### src/rtl/dataflow_pkg.sv
// Shared pipeline types: stage order, fetch/data FSM encodings, register index width.
// Stage-valid bit positions are derived from stages_t so the two can never drift apart.
package dataflow_pkg;

  localparam int RegIdxW = 5;

  typedef enum logic [2:0] {
    StFetch,
    StDecode,
    StExecute,
    StMemory,
    StWriteback
  } stages_t;

  typedef enum logic [1:0] {
    IfIdle,
    IfWait,
    IfKill
  } fetch_state_t;

  typedef enum logic {
    DmIdle,
    DmWait
  } dmem_state_t;

  // Fetch has no valid bit, so every later stage shifts down by one position.
  function automatic int valid_bit(stages_t s);
    return int'(s) - 1;
  endfunction

  localparam int VId  = valid_bit(StDecode);
  localparam int VEx  = valid_bit(StExecute);
  localparam int VMem = valid_bit(StMemory);
  localparam int VWb  = valid_bit(StWriteback);

endpackage

### src/rtl/pipeline_controller_if.sv
// Instruction- and data-memory request/acknowledge pair; ack is held high until req drops.
// The controller is the master, the memory side is the slave.
interface pipeline_controller_if;
  logic inst_req;
  logic inst_ack;
  logic data_req;
  logic data_ack;

  modport master (output inst_req, output data_req, input inst_ack, input data_ack);
  modport slave  (input inst_req, input data_req, output inst_ack, output data_ack);
endinterface

### src/rtl/pipeline_controller_load_use_detector.sv
// Combinational load-use hazard: a load in EX whose rd feeds a source of the instruction in ID.
// Zero latency; writes to x0 never create a hazard.
module load_use_detector
  import dataflow_pkg::*;
(
  input  logic               ex_vld,
  input  logic               ex_mem_read_enable,
  input  logic [RegIdxW-1:0] ex_rd,
  input  logic               id_vld,
  input  logic [RegIdxW-1:0] id_rs1,
  input  logic [RegIdxW-1:0] id_rs2,
  output logic               load_use
);

  assign load_use = ex_vld && ex_mem_read_enable && (ex_rd != '0) && id_vld &&
                    ((ex_rd == id_rs1) || (ex_rd == id_rs2));

endmodule

### src/rtl/pipeline_controller.sv
// Stage-valid bookkeeping, register enables and memory handshakes for the 5-stage core.
// Enables are combinational; the pipeline steps on fetch accept, load-use bubble or redirect; mem wait freezes all but MEM/WB.
module pipeline_controller
  import dataflow_pkg::*;
(
  input  logic                  clock,
  input  logic                  reset_n,
  input  logic [RegIdxW-1:0]    id_rs1,
  input  logic [RegIdxW-1:0]    id_rs2,
  input  logic [RegIdxW-1:0]    ex_rd,
  input  logic                  ex_mem_read_enable,
  input  logic                  ex_redirect,
  input  logic                  mem_access,
  pipeline_controller_if.master mem_if,
  output logic                  fetch_start,
  output logic                  pc_en,
  output logic                  if_id_en,
  output logic                  id_ex_en,
  output logic                  ex_mem_en,
  output logic                  mem_wb_en,
  output logic [3:0]            stage_valid,
  output logic                  load_use_stall
);

  fetch_state_t fs_q, fs_d;
  dmem_state_t  dm_q, dm_d;
  logic [3:0]   valid_q, valid_d;
  logic         fetch_start_q, inst_req_q, data_req_q;

  logic load_use, mem_done, mem_stall, redirect, front_stall, accept, step;

  load_use_detector u_load_use (
    .ex_vld             (valid_q[VEx]),
    .ex_mem_read_enable (ex_mem_read_enable),
    .ex_rd              (ex_rd),
    .id_vld             (valid_q[VId]),
    .id_rs1             (id_rs1),
    .id_rs2             (id_rs2),
    .load_use           (load_use)
  );

  assign mem_done       = (dm_q == DmWait) && mem_if.data_ack;
  assign mem_stall      = valid_q[VMem] && mem_access && !mem_done;
  assign load_use_stall = load_use && !mem_stall;
  assign redirect       = valid_q[VEx] && ex_redirect && !mem_stall;
  assign front_stall    = mem_stall || load_use;
  assign accept         = (fs_q == IfWait) && mem_if.inst_ack && !front_stall && !redirect;
  assign step           = accept || load_use_stall || redirect;

  assign pc_en       = accept || redirect;
  assign if_id_en    = accept;
  assign id_ex_en    = accept || load_use_stall;
  assign ex_mem_en   = step;
  assign mem_wb_en   = step || mem_stall || mem_done;
  assign stage_valid = valid_q;
  assign fetch_start = fetch_start_q;

  assign mem_if.inst_req = inst_req_q;
  assign mem_if.data_req = data_req_q;

  always_comb begin
    fs_d = fs_q;
    unique case (fs_q)
      // A redirect in IfIdle latches the stale PC, so that fetch must be drained too.
      IfIdle:  fs_d = redirect ? IfKill : IfWait;
      IfWait: begin
        if (redirect)    fs_d = mem_if.inst_ack ? IfIdle : IfKill;
        else if (accept) fs_d = IfIdle;
      end
      IfKill:  if (mem_if.inst_ack) fs_d = IfIdle;
      default: fs_d = IfIdle;
    endcase

    dm_d = dm_q;
    unique case (dm_q)
      DmIdle:  if (valid_q[VMem] && mem_access) dm_d = DmWait;
      DmWait:  if (mem_if.data_ack) dm_d = DmIdle;
      default: dm_d = DmIdle;
    endcase

    valid_d       = valid_q;
    valid_d[VId]  = accept ? 1'b1 : (redirect ? 1'b0 : valid_q[VId]);
    valid_d[VEx]  = accept ? valid_q[VId] : ((load_use_stall || redirect) ? 1'b0 : valid_q[VEx]);
    // A finished access retires to WB even when the rest of the pipe is waiting on fetch.
    valid_d[VMem] = step ? valid_q[VEx] : (mem_done ? 1'b0 : valid_q[VMem]);
    valid_d[VWb]  = (step || mem_done) && valid_q[VMem];
  end

  always_ff @(posedge clock or negedge reset_n) begin
    if (!reset_n) begin
      fs_q          <= IfIdle;
      dm_q          <= DmIdle;
      valid_q       <= '0;
      fetch_start_q <= 1'b1;
      inst_req_q    <= 1'b0;
      data_req_q    <= 1'b0;
    end else begin
      fs_q          <= fs_d;
      dm_q          <= dm_d;
      valid_q       <= valid_d;
      fetch_start_q <= (fs_d == IfIdle);
      inst_req_q    <= (fs_d != IfIdle);
      data_req_q    <= (dm_d == DmWait);
    end
  end

endmodule

### src/flat_wrapper.sv
// flat-port wrapper written by rule: the top's interface ports become plain ports
module pipeline_controller_flat import dataflow_pkg::*;
  (clock, reset_n, id_rs1, id_rs2, ex_rd, ex_mem_read_enable, ex_redirect, mem_access, fetch_start, pc_en, if_id_en, id_ex_en, ex_mem_en, mem_wb_en, stage_valid, load_use_stall, mem_if_inst_req, mem_if_data_req, mem_if_inst_ack, mem_if_data_ack);
  pipeline_controller_if mem_if_i ();
  input  logic clock;
  input  logic reset_n;
  input  logic [RegIdxW-1:0] id_rs1;
  input  logic [RegIdxW-1:0] id_rs2;
  input  logic [RegIdxW-1:0] ex_rd;
  input  logic ex_mem_read_enable;
  input  logic ex_redirect;
  input  logic mem_access;
  output logic fetch_start;
  output logic pc_en;
  output logic if_id_en;
  output logic id_ex_en;
  output logic ex_mem_en;
  output logic mem_wb_en;
  output logic [3:0] stage_valid;
  output logic load_use_stall;
  output wire logic [$bits(mem_if_i.inst_req)-1:0] mem_if_inst_req;
  output wire logic [$bits(mem_if_i.data_req)-1:0] mem_if_data_req;
  input wire logic [$bits(mem_if_i.inst_ack)-1:0] mem_if_inst_ack;
  input wire logic [$bits(mem_if_i.data_ack)-1:0] mem_if_data_ack;
  assign mem_if_inst_req = mem_if_i.inst_req;
  assign mem_if_data_req = mem_if_i.data_req;
  assign mem_if_i.inst_ack = mem_if_inst_ack;
  assign mem_if_i.data_ack = mem_if_data_ack;
  pipeline_controller u_core (.clock(clock), .reset_n(reset_n), .id_rs1(id_rs1), .id_rs2(id_rs2), .ex_rd(ex_rd), .ex_mem_read_enable(ex_mem_read_enable), .ex_redirect(ex_redirect), .mem_access(mem_access), .mem_if(mem_if_i), .fetch_start(fetch_start), .pc_en(pc_en), .if_id_en(if_id_en), .id_ex_en(id_ex_en), .ex_mem_en(ex_mem_en), .mem_wb_en(mem_wb_en), .stage_valid(stage_valid), .load_use_stall(load_use_stall));
endmodule
### config.mk
export PLATFORM = sky130hd
export DESIGN_NAME = pipeline_controller_flat
export DESIGN_NICKNAME = d
export VERILOG_FILES = /design/src/rtl/dataflow_pkg.sv /design/src/rtl/pipeline_controller_if.sv /design/src/rtl/pipeline_controller_load_use_detector.sv /design/src/rtl/pipeline_controller.sv /design/src/flat_wrapper.sv
export SDC_FILE = /design/constraint.sdc
export NUM_CORES = 1
export LEC_CHECK = 0
export BUFFER_PORTS_ARGS = -buffer_cell sky130_fd_sc_hd__buf_2
export CORE_MARGIN = 2
export CORE_UTILIZATION = 46
export CTS_CLUSTER_DIAMETER = 50
export CTS_CLUSTER_SIZE = 20
export DETAILED_ROUTE_END_ITERATION = 10
export GPL_TIMING_DRIVEN = 0
export PLACE_DENSITY = 0.88
export RECOVER_POWER = 100
export SYNTH_ARGS = -nofsm -noshare
export SYNTH_HDL_FRONTEND = slang
export SYNTH_HIERARCHICAL = 1
export SYNTH_SLANG_ARGS = --single-unit
### constraint.sdc
create_clock -name clock -period 4 [get_ports clock]
set_input_delay 0.4 -clock clock [delete_from_list [all_inputs] [get_ports clock]]
set_output_delay 0.4 -clock clock [all_outputs]
set_load 0.02 [all_outputs]
-- Yosys cells after proc, flatten, opt, wreduce, memory -nomap -nowiden
Cells that the tools add are included.
- word-level logic and storage cells: 62
- bits of input ports: 22
- register bits after elaboration: 9
- output and inout port bits: 13
- muxes and demuxes: 15
- reductions and logical operators: 34
- equal/unequal tests: 4
- bitwise logic cells: 1
- operators with widths (cell ; number):
    $logic_and A1 B1 Y1 ; 14
    $eq A5 B5 Y1 ; 2
    $mux W2 ; 5
    $logic_or A1 B1 Y1 ; 9
    $mux W1 ; 8
    $reduce_bool A2 Y1 ; 4
    $pmux W2 S3 ; 1
    $reduce_bool A5 Y1 ; 1
    $logic_not A1 Y1 ; 4
    $logic_not A2 Y1 ; 2
    $eq A2 B1 Y1 const B ; 1
    $eq A2 B2 Y1 const B ; 1
    $pmux W1 S2 ; 1
    $not A1 Y1 ; 1

-- Depth between registers and ports, before layout
Gate-level depths: netlist of run 1.
- depth after elaboration: 12
- mapped depth: 8
- mapped depth without buffers: 7

-- Cells and area by module
The synthesis of run 1 kept the hierarchy.
- modules (own cells, without submodules) (module ; sequential area each (µm²) ; area an instance (µm²) ; cells an instance ; times used):
    pipeline_controller ; 226.5 ; 516.7 ; 53 ; 1
    load_use_detector ; 0.0 ; 128.9 ; 17 ; 1

-- Least setup slack after synthesis of run 1
OpenSTA, ideal clock, no wires.
- path kind: input port to output port
- start: input ex_rd[3]
- end: output if_id_en
- cell stages on the path: 7
- data required time: 3.600 ns
- arrival time: 1.862 ns
- path buffers: 1
- slack: 1.738 ns
- cell sequence: or4_1 -> o2111ai_1 -> a21oi_1 -> buf_2 -> nand4bb_1 -> a21oi_1 -> and2_1
- longest elaborated chain between the ends: 8
- elaborated cells between the ends (all ways): 11
- classes of those cells: 2 x eq/ne; 9 x reduce/logical
- RTL lines (item ; RTL line ; RTL):
    start, declared ; flat_wrapper.sv:9 ; input logic [RegIdxW-1:0] ex_rd;
    $reduce_bool A5 Y1 ; pipeline_controller_load_use_detector.sv:15 ; assign load_use = ex_vld && ex_mem_read_enable && (ex_rd != '0) && id_vld &&
    $logic_and A1 B1 Y1 (2 in series) ; pipeline_controller_load_use_detector.sv:15 ;
    $logic_and A1 B1 Y1 (*) ; pipeline_controller_load_use_detector.sv:15 ;
    net u_core.load_use ; pipeline_controller.sv:30 ; logic load_use, mem_done, mem_stall, redirect, front_stall, accept, step;
    $logic_or A1 B1 Y1 (*) ; pipeline_controller.sv:46 ; assign front_stall = mem_stall || load_use;
    $logic_not A1 Y1 (*) ; pipeline_controller.sv:47 ; assign accept = (fs_q == IfWait) && mem_if.inst_ack && !front_stall && !redirect;
    $logic_and A1 B1 Y1 (*) (2 in series) ; pipeline_controller.sv:47 ;
    end, declared ; flat_wrapper.sv:15 ; output logic if_id_en;
Mark *: on every way through the listed nets, which the timed path passes. The rest lies on a longest branch.

-- Final worst setup path of run 1
Ends and elaborated chain as after synthesis.

==> results of run 1 <==
-- report_power, final --
| group | switching (mW) | leakage (nW) | internal [mW] |
|---|---|---|---|
| registers | 0.0494 | 0.107 | 0.134 |
| logic | 0.172 | 0.244 | 0.0962 |
| clock network | 0.0351 | 0.0150 | 0.0385 |
-- registers in the layout, indices dropped and copies added, names as in the netlist --
signal / count
u_core/stage_valid: 4
u_core/mem_if.inst_req: 1
u_core/fetch_start: 1
u_core/fs_q: 2
u_core/mem_if.data_req: 1
-- synth_stat cells, types with 2 or more instances --
| cell | instances |
|---|---|
| xnor2_1 | 4 |
| nor3_1 | 3 |
| nand2_1 | 4 |
| and2_1 | 3 |
| a2111oi_0 | 3 |
| dfrtp_1 | 8 |
| o21ai_0 | 2 |
| xor2_1 | 6 |
| nand4b_1 | 2 |
| a211o_1 | 2 |
| o21ai_1 | 2 |
| nor2_1 | 4 |
| a21oi_1 | 6 |
| nand3_1 | 4 |
-- timing repair --
action | in CTS | in global routing
hold buffers | 1 | 0
gates resized for setup | 0 | 0
hold endpoints to repair | 8 | 0
-- stage by stage --
stage,instances,utilization,setup WS [ns]
floorplan,70,-,1.74
global placement,119,0.641,1.49
detailed placement,119,0.641,1.44
CTS,124,0.669,1.42
global route,124,0.649,1.13
finish,124,0.649,1.28
-- worst paths after layout --
path                                                        start                                 to  slack, ns  cells after the start
worst min-delay path                              mem_if_data_ack   u_core/mem_if.data_req$_DFF_PN0_       0.40                      2
worst max-delay path                                     ex_rd[3]                           if_id_en       1.28                      9
min in group asynchronous                                 reset_n           u_core/fs_q[0]$_DFF_PN0_       0.61                      2
max in group asynchronous                                 reset_n       u_core/fetch_start$_DFF_PN1_       3.04                      2
worst min register to register           u_core/fs_q[1]$_DFF_PN0_           u_core/fs_q[0]$_DFF_PN0_       0.56                      1
worst max register to register  u_core/stage_valid[1]$_DFFE_PN0P_  u_core/stage_valid[1]$_DFFE_PN0P_       2.36                      6
-- critical path, stage by stage --
cell and delay (ns):
clkbuf_1 0.11, or4_1 0.53, o2111ai_1 0.19, a21oi_1 0.06, clkbuf_1 0.19, nand4bb_1 0.26, a21oi_1 0.20, and2_1 0.15
clkbuf_1 0.23
-- routing by layer --
layer	track usage	part of all wire	vias up
met5	0	0	-
li1	-	-	342
met1	0.235	0.38	333
met3	0.0348	0.078	2
met2	0.341	0.52	36
met4	0.110	0.012	0
-- final cells by class --
type / count / share of cell area
buffer: 1 / 0.00444
clock buffer: 4 / 0.0311
multi-input combinational: 60 / 0.484
sequential: 9 / 0.268
tap: 15 / 0.0222
timing repair buffer: 35 / 0.190
-- kinds of logic (layout without fill, tap and decap cells) --
group / after synthesis / count (layout)
flip-flops: 9 / 9
AO/OA/AOI/OAI: 22 / 22
buffers and inverters: 1 / 40
XOR/XNOR: 10 / 10
AND/OR/NAND/NOR: 27 / 27
multiplexers: 1 / 1
==> reports/results.ini, run 1 <==
[worst_setup_path]
cp-end-kind=output port
crit_required_ns=3.60
criticalPathCategory=in2out
crit_arrival_ns=2.32
worstPathMaxFanout=10
cp-start-kind=primary input

[flow_run]
drv_cap=0

[layout]
area_growth_pct=30.8
fillers=132
postLayoutCellArea_sq_um=845
drive_gt1_frac=0.229
nets=132
seq_area_sq_um=226
antenna_cells=0
layout_common_cells=clkbuf_1 (18), buf_2 (18), dfrtp_1 (8), a21oi_1 (6), xor2_1 (6)
multiInputGateArea_sq_um=409

[clock_network]
post_cts.repair.setup_buffers=0
cts_tree=yes
insertion_delay_ns=0.26
cts.clk_slew.worst_paths_ns=0.06
cts_made_buffers=3
cts_root_buf=clkbuf_4
cts_max_level=1
ctsLongestPathBuffers=2
clock_sinks=9

[yosys]
syn_avg_cell_area_sq_um=9.22
synthXorXnorAreaFrac=0.136
synth_seq_area_share=0.351
synthDistinctLibCells=31
synth-compound-area-share=0.246
syn_nets=92
yosys_warnings=6
netlist_area_sq_um=646
synth.top_cell.area_share=0.310
postSynthCellCount=70
synthArstFlopShare=1.00
synth_mux_area_frac=0.0155
synth_area_leaders=dfrtp_1 (31%), xor2_1 (8.1%), xnor2_1 (5.4%)
ys_ff_latch=9
synth_top_family_by_area=compound AO/OA/AOI/OAI gates
synthSimpleGateAreaFrac=0.244
synth_ff_type=dfrtp_1
synth_edf_count=0
synth.largest_area_cell=dfrtp_1
synthAdderAreaFrac=0

[power_and_ir_drop]
powerDensity_mw_per_mm2=622
p_leak_nw=0.366
finalPower_mw=0.525
peakVddDrop_uv=314

[detailed_routing]
vias=713
wl_per_cell_um=14.1
ant_nets=0
drc_errors=0
dr.pass1.iters=4
wl_mm=1.75
drtIter0Drc=32
via_per_inst=5.75

[sta]
drv_slew=0
slew_headroom=0.664
setup_viol=0
whs_ns=0.396
skew_ns=0.00895
clock.fmax_ghz=0.367
tightestPinTransition_ns=0.503
final_hold_viol_count=0
tns_ns=0
min_period_ns=2.72
min_period_over_period=0.681
rsz0062_at_grt=no

[place]
dp_hpwl_mm=1.29
gp_congestion=0.820
port_buffers=34
place_area_sq_um=835

[global_routing]
antenna_found_initial=0
grt_max_degree=11
track_usage=0.200
grt_pass1_wl_mm=2.74
grt_pass1_vias=628
grt_remaining_overflow=0

[floorplanning]
dieArea_sq_mm=0.00172
boundaryPins=35
die_x_um=41.5
die_h_um=41.5
row_count=13
initial_utilization=0.496
core-area_sq_mm=0.00130

[run_status]
status=complete, no violations

[hold_path]
hp-class=in2reg

No activity file was read; power rests on OpenSTA's default activity.
==> inputs of run 2 (changes only) <==
ABC_AREA = 1   (was not set)
CORE_UTILIZATION = 44   (was 46)
PLACE_DENSITY = 0.83   (was 0.88)
clock period = 2.6 ns   (was 4 ns; I/O delays follow)
==> run 2 against run 1 <==
  * Sequential cell count is the same
  * Synthesized cell count grew 44%
  * First-iteration DRC count decreased by 63%
  * Setup slack worse by 0.75 ns
  * Critical path type is now reg2out
  * Critical endpoint is now mem_wb_en
==> reports/results.ini, run 2 <==
[yosys]
synth_seq_area_share=0.318  ; was 0.351
synth.top_cell.area_share=0.281  ; was 0.310
ys_ff_latch=9  ; unchanged
postSynthCellCount=101  ; was 70
syn_avg_cell_area_sq_um=7.06  ; was 9.22 sq um
synthTopCellsByCount=nand2_1 (29), inv_1 (14), nor2_1 (9)  ; was dfrtp_1 (8), a21oi_1 (6), xor2_1 (6)
synth_area_leaders=dfrtp_1 (28%), nand2_1 (15%), inv_1 (7.4%)  ; was dfrtp_1 (31%), xor2_1 (8.1%), xnor2_1 (5.4%)
syn_nets=123  ; was 92
synth_edf_count=0  ; unchanged
synth.most_common_cell=nand2_1  ; was dfrtp_1
netlist_area_sq_um=713  ; was 646 sq um
yosys_warnings=6  ; unchanged
synthDistinctLibCells=22  ; was 31
synthArstFlopShare=1.00  ; unchanged
synth_ff_type=dfrtp_1  ; unchanged
synth.largest_area_cell=dfrtp_1  ; unchanged

[sta]
clock.fmax_ghz=0.483
setup_viol=0  ; unchanged
whs_ns=0.293  ; was 0.396 ns
min_period_over_period=0.796
rsz0062_at_grt=no  ; unchanged
tightestPinTransition_ns=0.488  ; was 0.503 ns
min_period_ns=2.07
skew_ns=0.00977  ; was 0.00895 ns
final_hold_viol_count=0  ; unchanged
drv_slew=0  ; unchanged
slew_headroom=0.675  ; was 0.664
tns_ns=0  ; unchanged

[layout]
antenna_cells=0  ; unchanged
mostFrequentLayoutCell=nand2_1
multiInputGateArea_sq_um=377  ; was 409 sq um
layout_common_cells=nand2_1 (32), buf_2 (20), clkbuf_1 (15), inv_1 (14), nor2_1 (9)  ; was clkbuf_1 (18), buf_2 (18), dfrtp_1 (8), a21oi_1 (6), xor2_1 (6)
drive_gt1_frac=0.307  ; was 0.229
postLayoutCellArea_sq_um=892  ; was 845 sq um
seq_area_sq_um=226  ; unchanged
largest_register_ffs=4  ; unchanged
post-route-util=0.592  ; was 0.649
area_growth_pct=25.1  ; was 30.8%
fillers=151  ; was 132
nets=163  ; was 132

[place]
dp_hpwl_mm=1.29  ; about the same
port_buffers=34  ; unchanged
place_area_sq_um=903  ; was 835 sq um
gp_congestion=0.752  ; was 0.820

[detailed_routing]
ant_nets=0  ; unchanged
drc_errors=0  ; unchanged
wl_per_cell_um=9.81  ; was 14.1 um
dr.pass1.iters=3  ; was 4
vias=720  ; was 713
wl_mm=1.53  ; was 1.75 mm
drtIter0Drc=12  ; was 32
via_per_inst=4.62  ; was 5.75

[global_routing]
grt_max_degree=10  ; was 11
grt_pass1_wl_mm=2.75  ; was 2.74 mm
antenna_found_initial=0  ; unchanged
track_usage=0.188  ; was 0.200
grt_pass1_vias=716  ; was 628
grt_remaining_overflow=0  ; unchanged

[worst_setup_path]
critical-path-max-stage-delay_ns=0.42  ; was 0.53 ns
critPathLaunch=u_core/stage_valid[1]$_DFFE_PN0P_  ; was ex_rd[3]
crit_arrival_ns=1.81  ; was 2.32 ns
crit_slowest_cell=dfrtp_1  ; was or4_1
r2r-start=u_core/stage_valid[2]$_DFFE_PN0P_  ; was u_core/stage_valid[1]$_DFFE_PN0P_
criticalPathCategory=reg2out  ; was in2out
crit_required_ns=2.34  ; was 3.60 ns
crit_buf_inv=3  ; unchanged
worstPathMaxFanout=6  ; was 10
crit_family=simple AND/OR/NAND/NOR gates  ; unchanged
cp-start-kind=register  ; was primary input
cp-end-kind=output port  ; unchanged
crit_chain=nand4_1, a21oi_1, inv_1, nand2_1, nor2_4, nand3_4, nand2_4, inv_2, nand3_1, buf_2  ; was clkbuf_1, or4_1, o2111ai_1, a21oi_1, clkbuf_1, nand4bb_1, a21oi_1, and2_1, clkbuf_1

[run_status]
status=complete, no violations  ; unchanged

[flow_run]
drv_cap=0  ; unchanged

[clock_network]
cts_tree=yes  ; unchanged
cts_made_buffers=3  ; unchanged
cts_root_buf=clkbuf_4  ; unchanged
cts_max_level=1  ; unchanged
post_cts.repair.setup_buffers=0  ; unchanged
clock_sinks=9  ; unchanged
cts_resized=0  ; unchanged
ctsLongestPathBuffers=2  ; unchanged
cts.clk_slew.worst_paths_ns=0.06  ; about the same
insertion_delay_ns=0.26  ; about the same

[floorplanning]
die_x_um=44.3  ; was 41.5 um
core-area_sq_mm=0.00151  ; was 0.00130 sq mm
initial_utilization=0.473  ; was 0.496
row_count=14  ; was 13
dieArea_sq_mm=0.00196  ; was 0.00172 sq mm
boundaryPins=35  ; unchanged
die_h_um=44.3  ; was 41.5 um

[power_and_ir_drop]
powerDensity_mw_per_mm2=892  ; was 622 mW/mm^2
p_leak_nw=0.524  ; was 0.366 nW
peakVddDrop_uv=686  ; was 314 uV
finalPower_mw=0.795  ; was 0.525 mW

[hold_path]
hp-class=in2reg  ; unchanged
min_from=mem_if_data_ack  ; unchanged

[run 2: cell types whose count changed in the layout (fill, tap and decap cells not counted), sizes merged, moves of 5 or more]
cell   previous run  this run
nand3             4        10
a21oi             7         2
nand2             5        41
xor2              6         1
inv               0        18
nor2              4        11
[run 2: layout make-up]
cell class	instances	area share
Multi-Input combinational cell	71	0.422
Sequential cell	9	0.254
Timing Repair Buffer	35	0.182
Inverter	21	0.0898
Clock buffer	4	0.0295
Tap cell	16	0.0224
[run 2: through the flow]
stage          std cells  setup slack (ns)
2_1_floorplan        101             0.916
3_3_place_gp         151             0.770
3_5_place_dp         151             0.727
4_1_cts              156             0.654
5_1_grt              156             0.267
6_report             156             0.531
[run 2: worst paths after layout]
check | slack [ns] | cells past startpoint | to
worst max-delay path | 0.53 | 10 | mem_wb_en
min in group asynchronous | 0.47 | 2 | u_core/stage_valid[2]$_DFFE_PN0P_
worst max register to register | 1.08 | 7 | u_core/fetch_start$_DFF_PN1_
worst min register to register | 0.53 | 2 | u_core/stage_valid[3]$_DFF_PN0_
worst min-delay path | 0.29 | 4 | u_core/mem_if.data_req$_DFF_PN0_
max in group asynchronous | 1.77 | 2 | u_core/fetch_start$_DFF_PN1_
[run 2: metal layers]
layer,wire (um),GRT usage
met1,594,0.192
met2,858,0.362
met3,78,0.0735
met4,0,0.0303
met5,0,0
[run 2: power breakdown]
group	leakage, nW	internal [mW]	switching [mW]
Combinational	0.399	0.140	0.301
Clock	0.0150	0.0590	0.0468
Sequential	0.110	0.205	0.0439
Total	0.524	0.403	0.392
[run 2: cell families after synthesis]
| family | after synthesis | share of synthesized area |
|---|---|---|
| AO/OA/AOI/OAI | 3 | 0.0421 |
| XOR/XNOR | 3 | 0.0368 |
| buffers and inverters | 21 | 0.112 |
| flip-flops | 9 | 0.318 |
| AND/OR/NAND/NOR | 65 | 0.491 |
[run 2: repair_timing]
| action | in CTS | in global routing |
|---|---|---|
| hold buffers | 1 | 0 |
| setup endpoints to repair | 0 | 0 |
| hold endpoints to repair | 8 | 0 |
[run 2: worst register-to-register path, stage by stage (launching register included)]
cell        delay [ns]
dfrtp_1           0.41
nand2_1           0.09
clkinvlp_2        0.08
nand2_1           0.30
nand2_1           0.20
nand3_1           0.16
clkinv_1          0.10
nor2_2            0.11
==> inputs of run 3 (changes only) <==
CORE_UTILIZATION = 40   (was 44)
PLACE_DENSITY = 0.8   (was 0.83)
clock period = 1.7 ns   (was 2.6 ns; I/O delays follow)
==> run 3 against run 2 <==
  * Via count is 6.1% higher
  * Register-to-register slack lost 0.73 ns
  * Non-clock buffer count up 7
  * Sequential cell count unchanged
  * Setup slack got worse by 0.47 ns
  * Cell area rose by 13%
  * First-iteration DRC count is 50% higher
  * Largest cell class unchanged
  * Critical path depth is 2 lower
  * Sequential power rose by 47%
  * Count of clock-buffer cells in the layout did not move
  * Utilization decreased by 0.098 points
  * Total power up 75%
==> reports/results.ini, run 3 (synthesis gave the netlist of run 2 again) <==
[detailed_routing]
vias=764  ; was 720
via_per_inst=4.44  ; was 4.62
ant_nets=0  ; unchanged
wl_mm=1.75  ; was 1.53 mm
wl_per_cell_um=10.2  ; was 9.81 um
dr.pass1.iters=4  ; was 3
drc_errors=0  ; unchanged
drtIter0Drc=18  ; was 12

[sta]
clock.fmax_ghz=0.612
min_period_over_period=0.961
final_hold_viol_count=0  ; unchanged
skew_ns=0.00847  ; was 0.00977 ns
min_period_ns=1.63
timing.final.ws_setup_ns=0.0658  ; was 0.531 ns
drv_slew=0  ; unchanged
slew_headroom=0.652  ; was 0.675
whs_ns=0.251  ; was 0.293 ns
tightestPinTransition_ns=0.522  ; was 0.488 ns
setup_viol=0  ; unchanged
rsz0062_at_grt=yes  ; was no

[clock_network]
insertion_delay_ns=0.26  ; about the same
cts_tree=yes  ; unchanged
cts_max_level=1  ; unchanged
cts_made_buffers=3  ; unchanged
clock_sinks=9  ; unchanged
cts_root_buf=clkbuf_4  ; unchanged
cts.clk_slew.worst_paths_ns=0.07  ; was 0.06 ns
ctsLongestPathBuffers=2  ; unchanged

[hold_path]
hold_path_end=u_core/mem_if.data_req$_DFF_PN0_  ; unchanged
hp-class=in2reg  ; unchanged
hold_depth=4  ; unchanged
min_from=mem_if_data_ack  ; unchanged

[global_routing]
grt_remaining_overflow=0  ; unchanged
grt_max_degree=10  ; unchanged
grt_pass1_vias=706  ; was 716
grt_pass1_wl_mm=2.79  ; was 2.75 mm
track_usage=0.179  ; was 0.188
antenna_found_initial=0  ; unchanged

[run_status]
status=complete, no violations  ; unchanged

[floorplanning]
row_count=15  ; was 14
die_x_um=46.2  ; was 44.3 um
initial_utilization=0.418  ; was 0.473
die_h_um=46.2  ; was 44.3 um
dieArea_sq_mm=0.00214  ; was 0.00196 sq mm
core-area_sq_mm=0.00171  ; was 0.00151 sq mm
boundaryPins=35  ; unchanged

[layout]
final_cell_count_no_fill=172  ; was 156
mostFrequentLayoutCell=nand2_1  ; unchanged
layout_common_cells=nand2_1 (29), buf_2 (27), inv_1 (14)  ; was nand2_1 (32), buf_2 (20), clkbuf_1 (15), inv_1 (14), nor2_1 (9)
area_growth_pct=41.6  ; was 25.1%
post-route-util=0.591  ; was 0.592
drive_gt1_frac=0.442  ; was 0.307
nets=170  ; was 163
antenna_cells=0  ; unchanged
largest_register_ffs=4  ; unchanged

[power_and_ir_drop]
intPower_mw=0.734  ; was 0.403 mW
power_frac_comb=0.616  ; was 0.555
seqPwrFrac=0.262  ; was 0.312
powerDensity_mw_per_mm2=1380  ; was 892 mW/mm^2
pwr-share-clk=0.122  ; was 0.133
swShare=0.473  ; was 0.493
p_leak_nw=0.606  ; was 0.524 nW
p_switching_mw=0.659  ; was 0.392 mW
peakVddDrop_uv=780  ; was 686 uV
finalPower_mw=1.39  ; was 0.795 mW

[place]
dp_hpwl_mm=1.33  ; was 1.29 mm
placed_cells=160  ; was 151
port_buffers=34  ; unchanged
gp_congestion=0.828  ; was 0.752
dpl_worst_slack_ns=-0.0176  ; was 0.727 ns

[worst_setup_path]
crit_required_ns=1.53  ; was 2.34 ns
r2r_cells=11  ; was 7
crit_arrival_ns=1.46  ; was 1.81 ns
cp-start-kind=register  ; unchanged
r2r_end=u_core/stage_valid[1]$_DFFE_PN0P_  ; was u_core/fetch_start$_DFF_PN1_
cp-end-kind=output port  ; unchanged
critPathLaunch=u_core/stage_valid[1]$_DFFE_PN0P_  ; unchanged
criticalPathCategory=reg2out  ; unchanged
r2r-start=u_core/stage_valid[1]$_DFFE_PN0P_  ; was u_core/stage_valid[2]$_DFFE_PN0P_
worstPathMaxFanout=4  ; was 6
r2r_slack_ns=0.35  ; was 1.08 ns

[flow_run]
drv_cap=0  ; unchanged

## run 3: cell count changes in the layout (fill, tap and decap cells not counted), moves of 3 or more
cell / previous run / this run
buf_2: 20 / 27
nand2_1: 32 / 29
buf_4: 0 / 7
clkbuf_1: 15 / 7
## run 3: worst max path at each step
stage / to
2_1_floorplan: mem_wb_en
3_3_place_gp: mem_wb_en
3_5_place_dp: mem_wb_en
4_1_cts: mem_wb_en
5_1_grt: mem_wb_en
6_report: mem_wb_en
## run 3: worst max-delay path, stage by stage, from the launching register on
cell and delay (ns):
dfrtp_1 0.38, buf_4 0.15, nand2_2 0.10, inv_2 0.08, o21ai_4 0.17, nand2_4 0.08, inv_2 0.06, nand3_2 0.06
buf_6 0.13
## run 3: through the flow
step | cell area [sq um] | TNS (ns)
after floorplan | 713 | 0
after global placement | 915 | 0
after detailed placement | 915 | -0.0176
after CTS | 973 | 0
after global routing | 1010 | -0.0535
final | 1010 | 0
## run 3: power groups by stage
| stage | combinational [mW] | clock [mW] | sequential [mW] |
|---|---|---|---|
| after floorplan | 0.443 | 0 | 0.460 |
| after global placement | 0.718 | 0 | 0.377 |
| after detailed placement | 0.736 | 0 | 0.382 |
| after CTS | 0.786 | 0.176 | 0.364 |
| after global routing | 0.931 | 0.192 | 0.371 |
| final | 0.858 | 0.170 | 0.364 |
## run 3: per-layer routing
layer / part of all wire / up-vias / wire length [um] / GRT usage
li1: - / 403 / - / -
met1: 0.43 / 341 / 760 / 0.230
met2: 0.53 / 20 / 925 / 0.311
met3: 0.038 / 0 / 66 / 0.0235
met4: 0 / 0 / 0 / 0.0514
met5: 0 / - / 0 / 0
## run 3: cell type report
class / instances / area [sq um]
timing repair buffer: 42 / 231
inverter: 21 / 80.1
fill: 163 / 698
multi-input combinational: 71 / 414
sequential: 9 / 226
clock buffer: 4 / 26.3
tap: 25 / 31.3
## run 3: what timing repair did
action / in CTS / in global routing
gates resized for setup: 0 / 4
hold buffers: 1 / 0
pin swaps: 0 / 4
buffers inserted: 3 / 4
endpoints found under the setup margin: 4 / 4
endpoints found under the hold margin: 9 / 0
